File: src/rtl/cache_mem_arb_pkg.sv
// Shared types and defaults for the I/D cache memory-port arbiter.
// The arbiter FSM states, the picker's grant encoding and the streak counter width live here.
package cache_mem_arb_pkg;

    localparam int ADDR_W_DEF = 32;
    localparam int LINE_W_DEF = 256;
    // Wide enough for the largest legal burst bound (15).
    localparam int STREAK_W   = 4;

    typedef enum logic [1:0] {
        IDLE    = 2'd0,
        GRANT_I = 2'd1,
        GRANT_D = 2'd2,
        RELEASE = 2'd3
    } arb_state_t;

    typedef enum logic [1:0] {
        GNT_NONE = 2'd0,
        GNT_I    = 2'd1,
        GNT_D    = 2'd2
    } grant_t;

    function automatic logic [STREAK_W-1:0] sat_inc(
        input logic [STREAK_W-1:0] value,
        input logic [STREAK_W-1:0] limit
    );
        return (value >= limit) ? limit : value + 1'b1;
    endfunction

endpackage

File: src/rtl/cache_mem_arbiter_if.sv
// Bus bundle between the two cache controllers, the arbiter and main memory.
// The slave modport is the arbiter's view; master is the environment driving requests and memory.
interface cache_mem_arbiter_if
    import cache_mem_arb_pkg::*;
#(
    parameter int ADDR_W = ADDR_W_DEF,
    parameter int LINE_W = LINE_W_DEF
);

    logic              i_mem_r;
    logic [ADDR_W-1:0] i_mem_addr;
    logic [LINE_W-1:0] i_mem_rdata;
    logic              i_mem_resp;

    logic              d_mem_r;
    logic              d_mem_w;
    logic [ADDR_W-1:0] d_mem_addr;
    logic [LINE_W-1:0] d_mem_wdata;
    logic [LINE_W-1:0] d_mem_rdata;
    logic              d_mem_resp;

    logic              mem_r;
    logic              mem_w;
    logic [ADDR_W-1:0] mem_addr;
    logic [LINE_W-1:0] mem_wdata;
    logic [LINE_W-1:0] mem_rdata;
    logic              mem_resp;

    modport slave (
        input  i_mem_r, i_mem_addr,
        input  d_mem_r, d_mem_w, d_mem_addr, d_mem_wdata,
        input  mem_rdata, mem_resp,
        output i_mem_rdata, i_mem_resp,
        output d_mem_rdata, d_mem_resp,
        output mem_r, mem_w, mem_addr, mem_wdata
    );

    modport master (
        output i_mem_r, i_mem_addr,
        output d_mem_r, d_mem_w, d_mem_addr, d_mem_wdata,
        output mem_rdata, mem_resp,
        input  i_mem_rdata, i_mem_resp,
        input  d_mem_rdata, d_mem_resp,
        input  mem_r, mem_w, mem_addr, mem_wdata
    );

endinterface

File: src/rtl/cache_mem_arb_picker.sv
// Pure arbitration policy: D-priority with a bounded run of contested D grants.
// Returns the winner and the streak value to store if this decision is taken.
module cache_mem_arb_picker
    import cache_mem_arb_pkg::*;
#(
    parameter int MAX_D_BURST = 4
) (
    input  logic                i_req_i,
    input  logic                d_req_i,
    input  logic [STREAK_W-1:0] d_streak_i,
    output grant_t              grant_o,
    output logic [STREAK_W-1:0] d_streak_next_o
);

    localparam logic [STREAK_W-1:0] MAX_STREAK = STREAK_W'(MAX_D_BURST);

    logic i_forced;

    // I only gets forced in once D has won MAX_D_BURST contested rounds in a row.
    assign i_forced = i_req_i && (d_streak_i >= MAX_STREAK);

    always_comb begin
        grant_o         = GNT_NONE;
        d_streak_next_o = d_streak_i;
        if (d_req_i && !i_forced) begin
            grant_o         = GNT_D;
            d_streak_next_o = i_req_i ? sat_inc(d_streak_i, MAX_STREAK) : '0;
        end else if (i_req_i) begin
            grant_o         = GNT_I;
            d_streak_next_o = '0;
        end
    end

endmodule

File: src/rtl/cache_mem_arbiter.sv
// Shares one memory/L2 port between the I-cache (reads) and D-cache (reads and write-backs).
// The winning command is latched and held until memory answers; the answer goes only to the winner.
module cache_mem_arbiter
    import cache_mem_arb_pkg::*;
#(
    parameter int ADDR_W      = ADDR_W_DEF,
    parameter int LINE_W      = LINE_W_DEF,
    parameter int MAX_D_BURST = 4
) (
    input  logic                clk,
    input  logic                rst_n,
    cache_mem_arbiter_if.slave  bus,
    output arb_state_t          state_o,
    output logic [STREAK_W-1:0] d_streak_o
);

    arb_state_t          state_q,     state_d;
    logic [STREAK_W-1:0] d_streak_q,  d_streak_d;
    logic                mem_r_q,     mem_r_d;
    logic                mem_w_q,     mem_w_d;
    logic [ADDR_W-1:0]   mem_addr_q,  mem_addr_d;
    logic [LINE_W-1:0]   mem_wdata_q, mem_wdata_d;

    grant_t              grant;
    logic [STREAK_W-1:0] d_streak_nxt;
    logic                d_req;
    logic                i_resp;
    logic                d_resp;

    assign d_req = bus.d_mem_r | bus.d_mem_w;

    cache_mem_arb_picker #(
        .MAX_D_BURST (MAX_D_BURST)
    ) u_picker (
        .i_req_i         (bus.i_mem_r),
        .d_req_i         (d_req),
        .d_streak_i      (d_streak_q),
        .grant_o         (grant),
        .d_streak_next_o (d_streak_nxt)
    );

    always_comb begin
        state_d     = state_q;
        d_streak_d  = d_streak_q;
        mem_r_d     = mem_r_q;
        mem_w_d     = mem_w_q;
        mem_addr_d  = mem_addr_q;
        mem_wdata_d = mem_wdata_q;
        i_resp      = 1'b0;
        d_resp      = 1'b0;

        case (state_q)
            IDLE: begin
                d_streak_d = d_streak_nxt;
                case (grant)
                    GNT_I: begin
                        state_d     = GRANT_I;
                        mem_r_d     = 1'b1;
                        mem_w_d     = 1'b0;
                        mem_addr_d  = bus.i_mem_addr;
                        mem_wdata_d = '0;
                    end
                    GNT_D: begin
                        // A write-back takes precedence if the D side raises both.
                        state_d     = GRANT_D;
                        mem_r_d     = ~bus.d_mem_w;
                        mem_w_d     = bus.d_mem_w;
                        mem_addr_d  = bus.d_mem_addr;
                        mem_wdata_d = bus.d_mem_wdata;
                    end
                    default: ;
                endcase
            end
            GRANT_I: begin
                if (bus.mem_resp) begin
                    i_resp  = 1'b1;
                    state_d = RELEASE;
                    mem_r_d = 1'b0;
                    mem_w_d = 1'b0;
                end
            end
            GRANT_D: begin
                if (bus.mem_resp) begin
                    d_resp  = 1'b1;
                    state_d = RELEASE;
                    mem_r_d = 1'b0;
                    mem_w_d = 1'b0;
                end
            end
            RELEASE: begin
                // Turnaround cycle lets the finished requester drop its level request.
                state_d = IDLE;
                mem_r_d = 1'b0;
                mem_w_d = 1'b0;
            end
            default: begin
                state_d = IDLE;
                mem_r_d = 1'b0;
                mem_w_d = 1'b0;
            end
        endcase
    end

    always_ff @(posedge clk) begin
        if (!rst_n) begin
            state_q     <= IDLE;
            d_streak_q  <= '0;
            mem_r_q     <= 1'b0;
            mem_w_q     <= 1'b0;
            mem_addr_q  <= '0;
            mem_wdata_q <= '0;
        end else begin
            state_q     <= state_d;
            d_streak_q  <= d_streak_d;
            mem_r_q     <= mem_r_d;
            mem_w_q     <= mem_w_d;
            mem_addr_q  <= mem_addr_d;
            mem_wdata_q <= mem_wdata_d;
        end
    end

    assign bus.mem_r       = mem_r_q;
    assign bus.mem_w       = mem_w_q;
    assign bus.mem_addr    = mem_addr_q;
    assign bus.mem_wdata   = mem_wdata_q;

    // Read data is a plain mirror; only the matching resp qualifies it.
    assign bus.i_mem_rdata = bus.mem_rdata;
    assign bus.d_mem_rdata = bus.mem_rdata;
    assign bus.i_mem_resp  = i_resp;
    assign bus.d_mem_resp  = d_resp;

    assign state_o    = state_q;
    assign d_streak_o = d_streak_q;

endmodule
File: src/flat_wrapper.sv
// flat-port wrapper written by rule: the top's interface ports become plain ports
module cache_mem_arbiter_flat import cache_mem_arb_pkg::*;
#(
    parameter int ADDR_W      = ADDR_W_DEF,
    parameter int LINE_W      = LINE_W_DEF,
    parameter int MAX_D_BURST = 4
)
  (clk, rst_n, state_o, d_streak_o, bus_i_mem_r, bus_i_mem_addr, bus_d_mem_r, bus_d_mem_w, bus_d_mem_addr, bus_d_mem_wdata, bus_mem_rdata, bus_mem_resp, bus_i_mem_rdata, bus_i_mem_resp, bus_d_mem_rdata, bus_d_mem_resp, bus_mem_r, bus_mem_w, bus_mem_addr, bus_mem_wdata);
  cache_mem_arbiter_if #(.ADDR_W(ADDR_W), .LINE_W(LINE_W)) bus_i ();
  input  logic clk;
  input  logic rst_n;
  output arb_state_t state_o;
  output logic [STREAK_W-1:0] d_streak_o;
  input wire logic [$bits(bus_i.i_mem_r)-1:0] bus_i_mem_r;
  input wire logic [$bits(bus_i.i_mem_addr)-1:0] bus_i_mem_addr;
  input wire logic [$bits(bus_i.d_mem_r)-1:0] bus_d_mem_r;
  input wire logic [$bits(bus_i.d_mem_w)-1:0] bus_d_mem_w;
  input wire logic [$bits(bus_i.d_mem_addr)-1:0] bus_d_mem_addr;
  input wire logic [$bits(bus_i.d_mem_wdata)-1:0] bus_d_mem_wdata;
  input wire logic [$bits(bus_i.mem_rdata)-1:0] bus_mem_rdata;
  input wire logic [$bits(bus_i.mem_resp)-1:0] bus_mem_resp;
  output wire logic [$bits(bus_i.i_mem_rdata)-1:0] bus_i_mem_rdata;
  output wire logic [$bits(bus_i.i_mem_resp)-1:0] bus_i_mem_resp;
  output wire logic [$bits(bus_i.d_mem_rdata)-1:0] bus_d_mem_rdata;
  output wire logic [$bits(bus_i.d_mem_resp)-1:0] bus_d_mem_resp;
  output wire logic [$bits(bus_i.mem_r)-1:0] bus_mem_r;
  output wire logic [$bits(bus_i.mem_w)-1:0] bus_mem_w;
  output wire logic [$bits(bus_i.mem_addr)-1:0] bus_mem_addr;
  output wire logic [$bits(bus_i.mem_wdata)-1:0] bus_mem_wdata;
  assign bus_i.i_mem_r = bus_i_mem_r;
  assign bus_i.i_mem_addr = bus_i_mem_addr;
  assign bus_i.d_mem_r = bus_d_mem_r;
  assign bus_i.d_mem_w = bus_d_mem_w;
  assign bus_i.d_mem_addr = bus_d_mem_addr;
  assign bus_i.d_mem_wdata = bus_d_mem_wdata;
  assign bus_i.mem_rdata = bus_mem_rdata;
  assign bus_i.mem_resp = bus_mem_resp;
  assign bus_i_mem_rdata = bus_i.i_mem_rdata;
  assign bus_i_mem_resp = bus_i.i_mem_resp;
  assign bus_d_mem_rdata = bus_i.d_mem_rdata;
  assign bus_d_mem_resp = bus_i.d_mem_resp;
  assign bus_mem_r = bus_i.mem_r;
  assign bus_mem_w = bus_i.mem_w;
  assign bus_mem_addr = bus_i.mem_addr;
  assign bus_mem_wdata = bus_i.mem_wdata;
  cache_mem_arbiter #(.ADDR_W(ADDR_W), .LINE_W(LINE_W), .MAX_D_BURST(MAX_D_BURST)) u_core (.clk(clk), .rst_n(rst_n), .bus(bus_i), .state_o(state_o), .d_streak_o(d_streak_o));
endmodule
File: config.mk
export PLATFORM = sky130hd
export DESIGN_NAME = cache_mem_arbiter_flat
export DESIGN_NICKNAME = d
export VERILOG_FILES = /design/src/rtl/cache_mem_arb_pkg.sv /design/src/rtl/cache_mem_arbiter_if.sv /design/src/rtl/cache_mem_arb_picker.sv /design/src/rtl/cache_mem_arbiter.sv /design/src/flat_wrapper.sv
export SDC_FILE = /design/constraint.sdc
export NUM_CORES = 1
export LEC_CHECK = 0
export CAP_MARGIN = 20
export CORE_AREA = 3 3 546 548
export DETAILED_ROUTE_END_ITERATION = 8
export DIE_AREA = 0 0 549 551
export PLACE_DENSITY = 0.3
export SYNTH_ARGS = -nofsm -noshare
export SYNTH_HDL_FRONTEND = slang
export SYNTH_SLANG_ARGS = --single-unit
File: constraint.sdc
create_clock -name clk -period 1.5 [get_ports clk]
set_input_delay 0.15 -clock clk [delete_from_list [all_inputs] [get_ports clk]]
set_output_delay 0.15 -clock clk [all_outputs]
set_load 0.02 [all_outputs]
-- Yosys cells after proc, flatten, opt, wreduce, memory -nomap -nowiden
Cells that the tools add are included.
- output and inout bits: 810
- register bits after elaboration: 296
- order comparisons: 1
- $add $sub $neg: 1
- muxes and demuxes: 19
- equal/unequal tests: 7
- reduce and logical (&&, ||, !) cells: 10
- bitwise gates (word level): 2
- operators with widths (operator ; count):
    256-bit case mux with 2 select lines ; 1
    32-bit case mux with 2 select lines ; 1
    4-bit two-way mux ; 4
    2-bit == test, second input constant ; 3
    1-bit case mux with 3 select lines ; 2
    2-bit case mux with 3 select lines ; 1
    2-bit AND reduction ; 3
    1-bit two-way mux ; 5
    4-bit by 1-bit adder with 4-bit output, second input constant ; 1
    2-bit by 1-bit == test with 1-bit output, second input constant ; 2
    4-bit by 3-bit greater-or-equal comparator with 1-bit output, second input constant ; 1
    2-bit two-way mux ; 2
    1-bit case mux with 2 select lines ; 2
    2-bit case mux with 2 select lines ; 1
    2-bit nonzero test ; 2
    3-bit != test, second input constant ; 1
    1-bit logical AND ; 2
    2-bit zero test ; 1
    2-bit by 1-bit != test with 1-bit output, second input constant ; 1
    2-bit OR reduction ; 1
    1-bit zero test ; 1
    1-bit NOT ; 1
    1-bit bitwise OR ; 1

-- Logic depth before layout (Yosys ltp)
Gate-level depths: netlist (run 1).
- depth after elaboration: 8
- gate-level depth with buffers: 8
- gate-level depth less buffers: 6

-- Modules after synthesis
A second synthesis (run 1) with hierarchy kept.
- cells, all modules: 1856
- area, all modules: 15972.8 µm²
- by module, submodules not included (module ; cells an instance ; area each (µm²) ; seq. area each (µm²) ; times used):
    cache_mem_arbiter ; 1844 ; 15879.0 ; 5925.7 ; 1
    cache_mem_arb_picker ; 12 ; 93.8 ; 0.0 ; 1

-- Worst setup path before layout (run 1)
No wires, ideal clock.
- path kind: register to register
- start point: register u_core.d_streak_q[3], in the netlist u_core.d_streak_o[3]
- end point: register u_core.mem_wdata_q[0], in the netlist u_core.bus.mem_wdata[0]
- library setup time: 117 ps
- clock period less this slack: 1725 ps
- arrival time: 1608 ps
- slack: -225 ps
- stages on the path, launching flop included: 9
- path through: dfxtp_1 -> o21ai_2 -> o21a_1 -> buf_6 -> and3_1 -> buf_6 -> buf_6 -> buf_6 -> a22o_1
- word-level cells in the longest chain between the ends: 8
- elaborated cells between the ends (all ways): 10
- those cells by class: order compare: 1; eq/ne: 2; mux: 2; reduce/logical: 5
- RTL lines (element ; line ; text):
    start: declaration ; cache_mem_arbiter.sv:18 ; logic [STREAK_W-1:0] d_streak_q, d_streak_d;
    start signal: assignment ; cache_mem_arbiter.sv:114 ; d_streak_q <= d_streak_d;
    4-bit by 3-bit greater-or-equal comparator with 1-bit output * ; cache_mem_arb_picker.sv:20 ; assign i_forced = i_req_i && (d_streak_i >= MAX_STREAK);
    1-bit logical AND * ; cache_mem_arb_picker.sv:20 ;
    1-bit zero test * ; cache_mem_arb_picker.sv:25 ; if (d_req_i && !i_forced) begin
    1-bit logical AND * ; cache_mem_arb_picker.sv:25 ;
    2-bit two-way mux * ; cache_mem_arb_picker.sv:25 ;
    2-bit by 1-bit == test with 1-bit output / 2-bit == test (equally long branches) ; cache_mem_arbiter.sv:55 ; case (grant)
    2-bit nonzero test (no source line) ; -- ;
    2-bit AND reduction (no source line) ; -- ;
    end signal: assignment ; cache_mem_arbiter.sv:118 ; mem_wdata_q <= mem_wdata_d;
    end: declaration ; cache_mem_arbiter.sv:22 ; logic [LINE_W-1:0] mem_wdata_q, mem_wdata_d;
Mark *: on every way between the ends. The rest lies on a longest branch, timed or not.
A chain may end at the register's enable or synchronous reset.

-- Final worst setup path (run 1)
- start point: register u_core.state_q[1], in the netlist u_core.state_o[1]
- end point: register u_core.mem_wdata_q[84], in the netlist u_core.bus.mem_wdata[84]
- word-level cells in the longest chain between the ends: 2
- RTL lines (element ; line ; text):
    start: declaration ; cache_mem_arbiter.sv:17 ; arb_state_t state_q, state_d;
    start signal: assignment ; cache_mem_arbiter.sv:113 ; state_q <= state_d;
    2-bit zero test ; cache_mem_arbiter.sv:52 ; case (state_q)
    2-bit AND reduction (no source line) ; -- ;
No other way between the ends.

==> results of run 1 <==
## worst max-delay path, delay by kind of cell (launching register included)
kind                     cells  cell delay, ps
AO/OA/AOI/OAI                2             330
buffers and inverters        6             780
AND/OR/NAND/NOR              1              40
flip-flops                   1             320
adder cells (fa/ha/maj)      1             150
## final timing paths
check,depth (start not counted),slack [ps],from,end
worst max-delay path,10,-280,u_core.state_o[1],u_core.bus.mem_wdata[84]
worst min-delay path,2,90,bus_d_mem_wdata[33],u_core.bus.mem_wdata[33]
worst max register to register,10,-280,u_core.state_o[1],u_core.bus.mem_wdata[84]
worst min register to register,1,470,u_core.bus.mem_wdata[112],u_core.bus.mem_wdata[112]
## registers in the layout, summed over array words and instances, names as in the netlist
name and flops:
u_core.bus.mem_addr 32, u_core.bus.mem_r 1, u_core.bus.mem_w 1, u_core.bus.mem_wdata 256
u_core.d_streak_o 4, u_core.state_o 2
## layout by cell type (no fill, tap or decap), drive strengths merged, types with 2 or more instances in the layout
cell type,n
a31oi,32
buf,332
clkdlybuf4s50,324
a22o,256
bufbuf,2
nor2,8
clkdlybuf4s15,61
and2,5
clkinv,13
clkinvlp,3
a21oi,3
dlygate4sd3,86
ha,5
o22ai,2
bufinv,3
clkbuf,60
inv,11
o21ai,38
dfxtp,296
nand2,65
diode,12
## cell families (layout without fill, tap and decap cells)
family	count (synthesis)	count (layout)	share of synthesized area
other cells	0	12	0
buf+inv	594	895	0.327
mux	2	2	0.00158
fa+ha+maj	5	5	0.00465
compound gates	335	335	0.201
flops	296	296	0.441
simple gates	83	83	0.0251
## routing by layer
metal | track usage | up-vias | part of all wire
met4 | 0.0327 | 7 | 0.045
li1 | - | 4661 | -
met2 | 0.144 | 1242 | 0.42
met3 | 0.0989 | 388 | 0.23
met5 | 0.00688 | - | 0.0020
met1 | 0.0813 | 4900 | 0.30
## through the flow
| stage | worst slack, ps | hold WS, ps |
|---|---|---|
| 2_1_floorplan | -58.0 | 283 |
| 3_3_place_gp | -489 | 300 |
| 3_5_place_dp | -518 | 300 |
| 4_1_cts | -336 | 0.172 |
| 5_1_grt | -338 | 24.5 |
| 6_report | -284 | 94.4 |
## layout make-up
| cell class | instances | area [µm²] |
|---|---|---|
| flip-flops and latches | 296 | 5940 |
| repair buffers | 809 | 8260 |
| diodes | 12 | 30.0 |
| clock buffers | 56 | 1250 |
| clock inverters | 23 | 253 |
| well taps | 3919 | 4900 |
| multi-input cells | 425 | 3310 |
| inverters | 7 | 26.3 |
| fillers | 34000 | 270000 |
## synth_stat cells (2+ instances only)
| library cell | count | area share |
|---|---|---|
| buf_4 | 512 | 0.29 |
| dfxtp_1 | 296 | 0.44 |
| a22o_1 | 256 | 0.17 |
| nand2_1 | 65 | 0.018 |
| o21ai_0 | 36 | 0.013 |
| a31oi_1 | 32 | 0.015 |
| buf_6 | 29 | 0.024 |
| buf_2 | 27 | 0.010 |
| clkbuf_1 | 19 | 0.0053 |
| nor2_1 | 8 | 0.0022 |
| inv_1 | 7 | 0.0020 |
| and2_1 | 5 | 0.0023 |
| ha_1 | 5 | 0.0047 |
| a21oi_1 | 3 | 0.0011 |
| o22ai_1 | 2 | 0.00093 |
## power groups by stage
| stage | sequential [mW] | clock [mW] | combinational (mW) |
|---|---|---|---|
| finish | 11.6 | 11.2 | 20.4 |
| global route | 11.9 | 12.1 | 22.0 |
| CTS | 11.7 | 11.9 | 20.4 |
| detailed placement | 11.8 | 0 | 17.9 |
| global placement | 11.7 | 0 | 17.9 |
| floorplan | 14.1 | 0 | 6.59 |
## repair_timing
item,4_1_cts,5_1_grt
hold buffers,86,0
gates resized for setup,628,13
setup endpoints to repair,457,322
setup buffers,18,5
cloned,16,4
endpoints found under the hold margin,65,0
pin swaps,5,12
==> reports/results.txt, run 1 <==
status -> finished, violations left
failing checks -> negative setup slack
first-pass GRT wire length -> 174000 µm
first drt pass iteration count -> 5
worst setup path class -> flip-flop to flip-flop
flop and latch count out of synthesis -> 296
Residual DRC -> 0
skew final -> 35.8 ps
Power Density -> 1810 mW/mm²
number of flops mapped to enable cells by yosys -> 0
sequential element share of the synthesized area -> 0.441
HP Class -> input pin to flip-flop
CP max stage cell -> dfxtp_2
area grow syn2layout -> 78.3%
clk_lat worst skew -> 660 ps
vias in the first global route -> 11100
setup TNS -> -46560 ps
Max Freq -> 560 MHz
final net count -> 2170
Syn Inst Count -> 1315
share of power burned in registers -> 0.269
post-route ant nets -> 0
total gr overflow -> 0
power consumption -> 43.3 mW
Final Cycle Share -> 1.19
final worst slack -> -284 ps
CTS sink count -> 296
final core occ -> 0.0817
CP Max Fanout -> 15
Final Hold Fails -> 0
Die Ht -> 551 µm
routed wire length -> 150000 µm
clock share of power -> 0.259
gpl congestion -> 0.762
Worst setup SP type -> flip-flop
# port buffers -> 623
CORE AREA -> 0.294 mm²
Die Span X -> 549 µm
Logic pwr share -> 0.472
Max stage delay on crit path -> 320 ps
fraction of layout cells with a size suffix above 1 -> 0.320
TritonCTS Buffers -> 44
pin count of the biggest net entering global routing -> 65
clk root buf -> clkbuf_16
synth warn -> 0
I/O pin cnt -> 1392
Net Sw Frac -> 0.409
max-cap viol count -> 0
Syn Area/Cell -> 10.2 µm²
Netlist cell types -> 28
Bufs on Longest Clock Path -> 3
HPWL Detailed -> 131000 µm
top_reg_cell synth -> dfxtp_1
total leakage power -> 8.41 nW
Worst-Margin Slew -> 614 ps
Final setup viols -> 299
dpl cells -> 5329
RSZ-0062 raised after global routing -> true
post-DR vias/cell -> 2.02
Initial DRC Count -> 672
Internal -> 25.6 mW
Syn Std Cell Area -> 0.0134 mm²
VDD IR max -> 0.917 mV
Initial Utilization -> 0.0458
Area after DPL -> 0.0207 mm²
Pins Over Slew Limit -> 0
Req. time, crit path -> 2040 ps
number of antenna violations at the first check in global routing -> 88
Rows -> 199
Layout Cells excl Fill -> 5547
CTS H-Tree Depth -> 2
clk slew on worst S/H paths -> 90 ps
Final Cell Area -> 0.0240 mm²
worst-path cell chain -> inv_2 > buf_4 > ha_4 > o31a_4 > nor2_4 > buf_12 > buf_16 > buf_12 > buf_16 > a22o_1
Vias -> 11200
routed len/inst -> 27.1 µm
Tot GR Track Use -> 0.0942
CTS tree -> done
Async SR Flop Fraction -> 0
net switching power -> 17.7 mW
Critical Path End Type -> flip-flop
syn_nets -> 1902
Die Footprint -> 0.302 mm²
post-layout min period -> 1780 ps
max_slew headroom -> 0.591
crit path DAT -> 2330 ps
Note: power is estimated with default switching activity, not from simulation.
==> inputs of run 2 (changes only) <==
--- a/config.mk
+++ b/config.mk
@@ -9,7 +9,7 @@
 export CORE_AREA = 3 3 546 548
 export DETAILED_ROUTE_END_ITERATION = 8
 export DIE_AREA = 0 0 549 551
-export PLACE_DENSITY = 0.3
+export PLACE_DENSITY_LB_ADDON = 0.15
 export SYNTH_ARGS = -nofsm -noshare
 export SYNTH_HDL_FRONTEND = slang
 export SYNTH_SLANG_ARGS = --single-unit
==> reports/results.txt, run 2 (same netlist as run 1, synthesis figures left out) <==
status -> finished, violations left (unchanged)
failing checks -> negative setup slack (unchanged)
I/O pin cnt -> 1392 (unchanged)
post-route ant nets -> 0 (unchanged)
WP buf/inv -> 5 (was 6)
Area after DPL -> 0.0209 mm² (was 0.0207 mm²)
gpl congestion -> 0.756 (was 0.762)
# port buffers -> 623 (unchanged)
CORE AREA -> 0.294 mm² (unchanged)
CTS sink count -> 296 (unchanged)
Initial DRC Count -> 537 (was 672)
Tot GR Track Use -> 0.0817 (was 0.0942)
Vias -> 11100 (was 11200)
Final Cell Area -> 0.0245 mm² (was 0.0240 mm²)
TritonCTS Buffers -> 47 (was 44)
Die Span X -> 549 µm (unchanged)
total leakage power -> 8.88 nW (was 8.41 nW)
HPWL Detailed -> 114000 µm (was 131000 µm)
Fin Hold WS -> 97.3 ps (was 94.4 ps)
vias in the first global route -> 11200 (was 11100)
max reg flops -> 256 (unchanged)
first-pass GRT wire length -> 155000 µm (was 174000 µm)
routed len/inst -> 24.3 µm (was 27.1 µm)
Pins Over Slew Limit -> 0 (unchanged)
area grow syn2layout -> 82.2% (was 78.3%)
fraction of layout cells with a size suffix above 1 -> 0.315 (was 0.320)
most common cell after layout, fill and taps aside -> clkdlybuf4s50_1 (unchanged)
cell repeated most along the worst path -> buf_12
Worst-Margin Slew -> 609 ps (was 614 ps)
clk root buf -> clkbuf_16 (unchanged)
VDD IR max -> 0.756 mV (was 0.917 mV)
Die Footprint -> 0.302 mm² (unchanged)
final worst slack -> -256 ps (was -284 ps)
clk slew on worst S/H paths -> 60 ps (was 90 ps)
CP delay by family, top -> buffers and inverters (unchanged)
Residual DRC -> 0 (unchanged)
pin count of the biggest net entering global routing -> 37 (was 65)
number of antenna violations at the first check in global routing -> 20 (was 88)
max_slew headroom -> 0.594 (was 0.591)
reg2reg setup slack -> -260 ps (was -280 ps)
clk_lat worst skew -> 660 ps (about the same)
Req. time, crit path -> 2070 ps (was 2040 ps)
Die Ht -> 551 µm (unchanged)
HP Class -> input pin to flip-flop (unchanged)
CTS H-Tree Depth -> 2 (unchanged)
Final Cycle Share -> 1.17 (was 1.19)
RSZ-0062 raised after global routing -> true (unchanged)
Max stage delay on crit path -> 350 ps (was 320 ps)
Critical Path End Type -> flip-flop (unchanged)
Max Freq -> 569 MHz (was 560 MHz)
commonest non-fill, non-tap cells in the layout -> clkdlybuf4s50_1 (324), dfxtp_1 (264), a22o_1 (256) (was clkdlybuf4s50_1 (324), dfxtp_1 (287), a22o_1 (256))
max-cap viol count -> 0 (unchanged)
post-DR vias/cell -> 1.98 (was 2.02)
Bufs on Longest Clock Path -> 3 (unchanged)
CP max stage cell -> dfxtp_4 (was dfxtp_2)
total gr overflow -> 0 (unchanged)
Initial Utilization -> 0.0458 (unchanged)
power consumption -> 43.9 mW (was 43.3 mW)
Worst setup SP type -> flip-flop (unchanged)
Final Hold Fails -> 0 (unchanged)
routed wire length -> 136000 µm (was 150000 µm)
worst-path cell chain -> inv_4 > buf_4 > ha_4 > o31a_4 > nor2_4 > buf_12 > buf_12 > buf_16 > a22o_1 (was inv_2 > buf_4 > ha_4 > o31a_4 > nor2_4 > buf_12 > buf_16 > buf_12 > buf_16 > a22o_1)
skew final -> 33.5 ps (was 35.8 ps)
worst setup path class -> flip-flop to flip-flop (unchanged)
final net count -> 2214 (was 2170)
Rows -> 199 (unchanged)
post-layout min period -> 1760 ps (was 1780 ps)
crit path DAT -> 2320 ps (was 2330 ps)
CTS tree -> done (unchanged)
Power Density -> 1790 mW/mm² (was 1810 mW/mm²)
Final setup viols -> 293 (was 299)
first drt pass iteration count -> 5 (unchanged)
CP Max Fanout -> 18 (was 15)
[run 2: changes by cell type in the layout (fill, tap and decap cells not counted), moves of 10 or more]
cell	before	now
dlygate4sd2_1	0	11
clkdlybuf4s15_2	58	31
buf_16	21	9
o21ai_0	10	32
dlygate4sd3_1	86	111
buf_4	176	157
clkbuf_16	49	66
buf_2	77	100
dlymetal6s2s_1	0	10
dfxtp_4	3	17
o21ai_2	17	1
dfxtp_1	287	264
[run 2: through the flow]
step	instances	TNS, ps	utilization	setup slack [ps]
finish	5585	-49590	0.0835	-256
global route	5583	-76810	0.0834	-344
CTS	5538	-77910	0.0794	-358
detailed placement	5340	-145460	0.0713	-608
global placement	5340	-148010	0.0713	-590
floorplan	1315	-12180	-	-58.0
[run 2: path summary, 6_finish.rpt]
| kind | start | to | cells after the start |
|---|---|---|---|
| hold reg to reg | u_core.bus.mem_wdata[64] | u_core.bus.mem_wdata[64] | 1 |
| hold / removal | bus_d_mem_wdata[40] | u_core.bus.mem_wdata[40] | 2 |
| setup reg to reg | u_core.state_o[0] | u_core.bus.mem_wdata[176] | 9 |
| setup / recovery | u_core.state_o[0] | u_core.bus.mem_wdata[176] | 9 |
[run 2: layout make-up]
type	instances	area, µm²
clock inverters	19	264
diodes	3	7.51
clock buffers	66	1370
inverters	7	28.8
well taps	3919	4900
repair buffers	850	8650
fillers	34000	269000
multi-input cells	425	3270
flip-flops and latches	296	6010
[run 2: layer usage]
metal	wire length (µm)	up-vias	track usage
li1	-	4760	-
met1	45800	5032	0.0786
met2	60200	1041	0.127
met3	24000	244	0.0682
met4	5670	2	0.0325
met5	13	-	0
[run 2: repair_timing]
| action | 4_1_cts | 5_1_grt |
|---|---|---|
| pin swaps | 2 | 65 |
| hold endpoints to repair | 95 | 0 |
| hold buffers | 111 | 0 |
| gates resized for setup | 699 | 90 |
| setup buffers | 2 | 20 |
| endpoints found under the setup margin | 546 | 391 |
| cloned | 0 | 27 |
[run 2: worst register-to-register path: cells and delay by family, from the launching register on]
family | cells | cell delay [ps]
flip-flops | 1 | 350
AND/OR/NAND/NOR | 1 | 50
adder cells (fa/ha/maj) | 1 | 150
AO/OA/AOI/OAI | 2 | 400
buffers and inverters | 5 | 710
[run 2: report_power, final]
group | switching [mW] | total [mW] | internal (mW) | leakage [nW]
Clock | 4.87 | 12.1 | 7.23 | 0.809
Sequential | 1.83 | 12.1 | 10.2 | 2.46
Combinational | 10.9 | 19.8 | 8.85 | 5.62
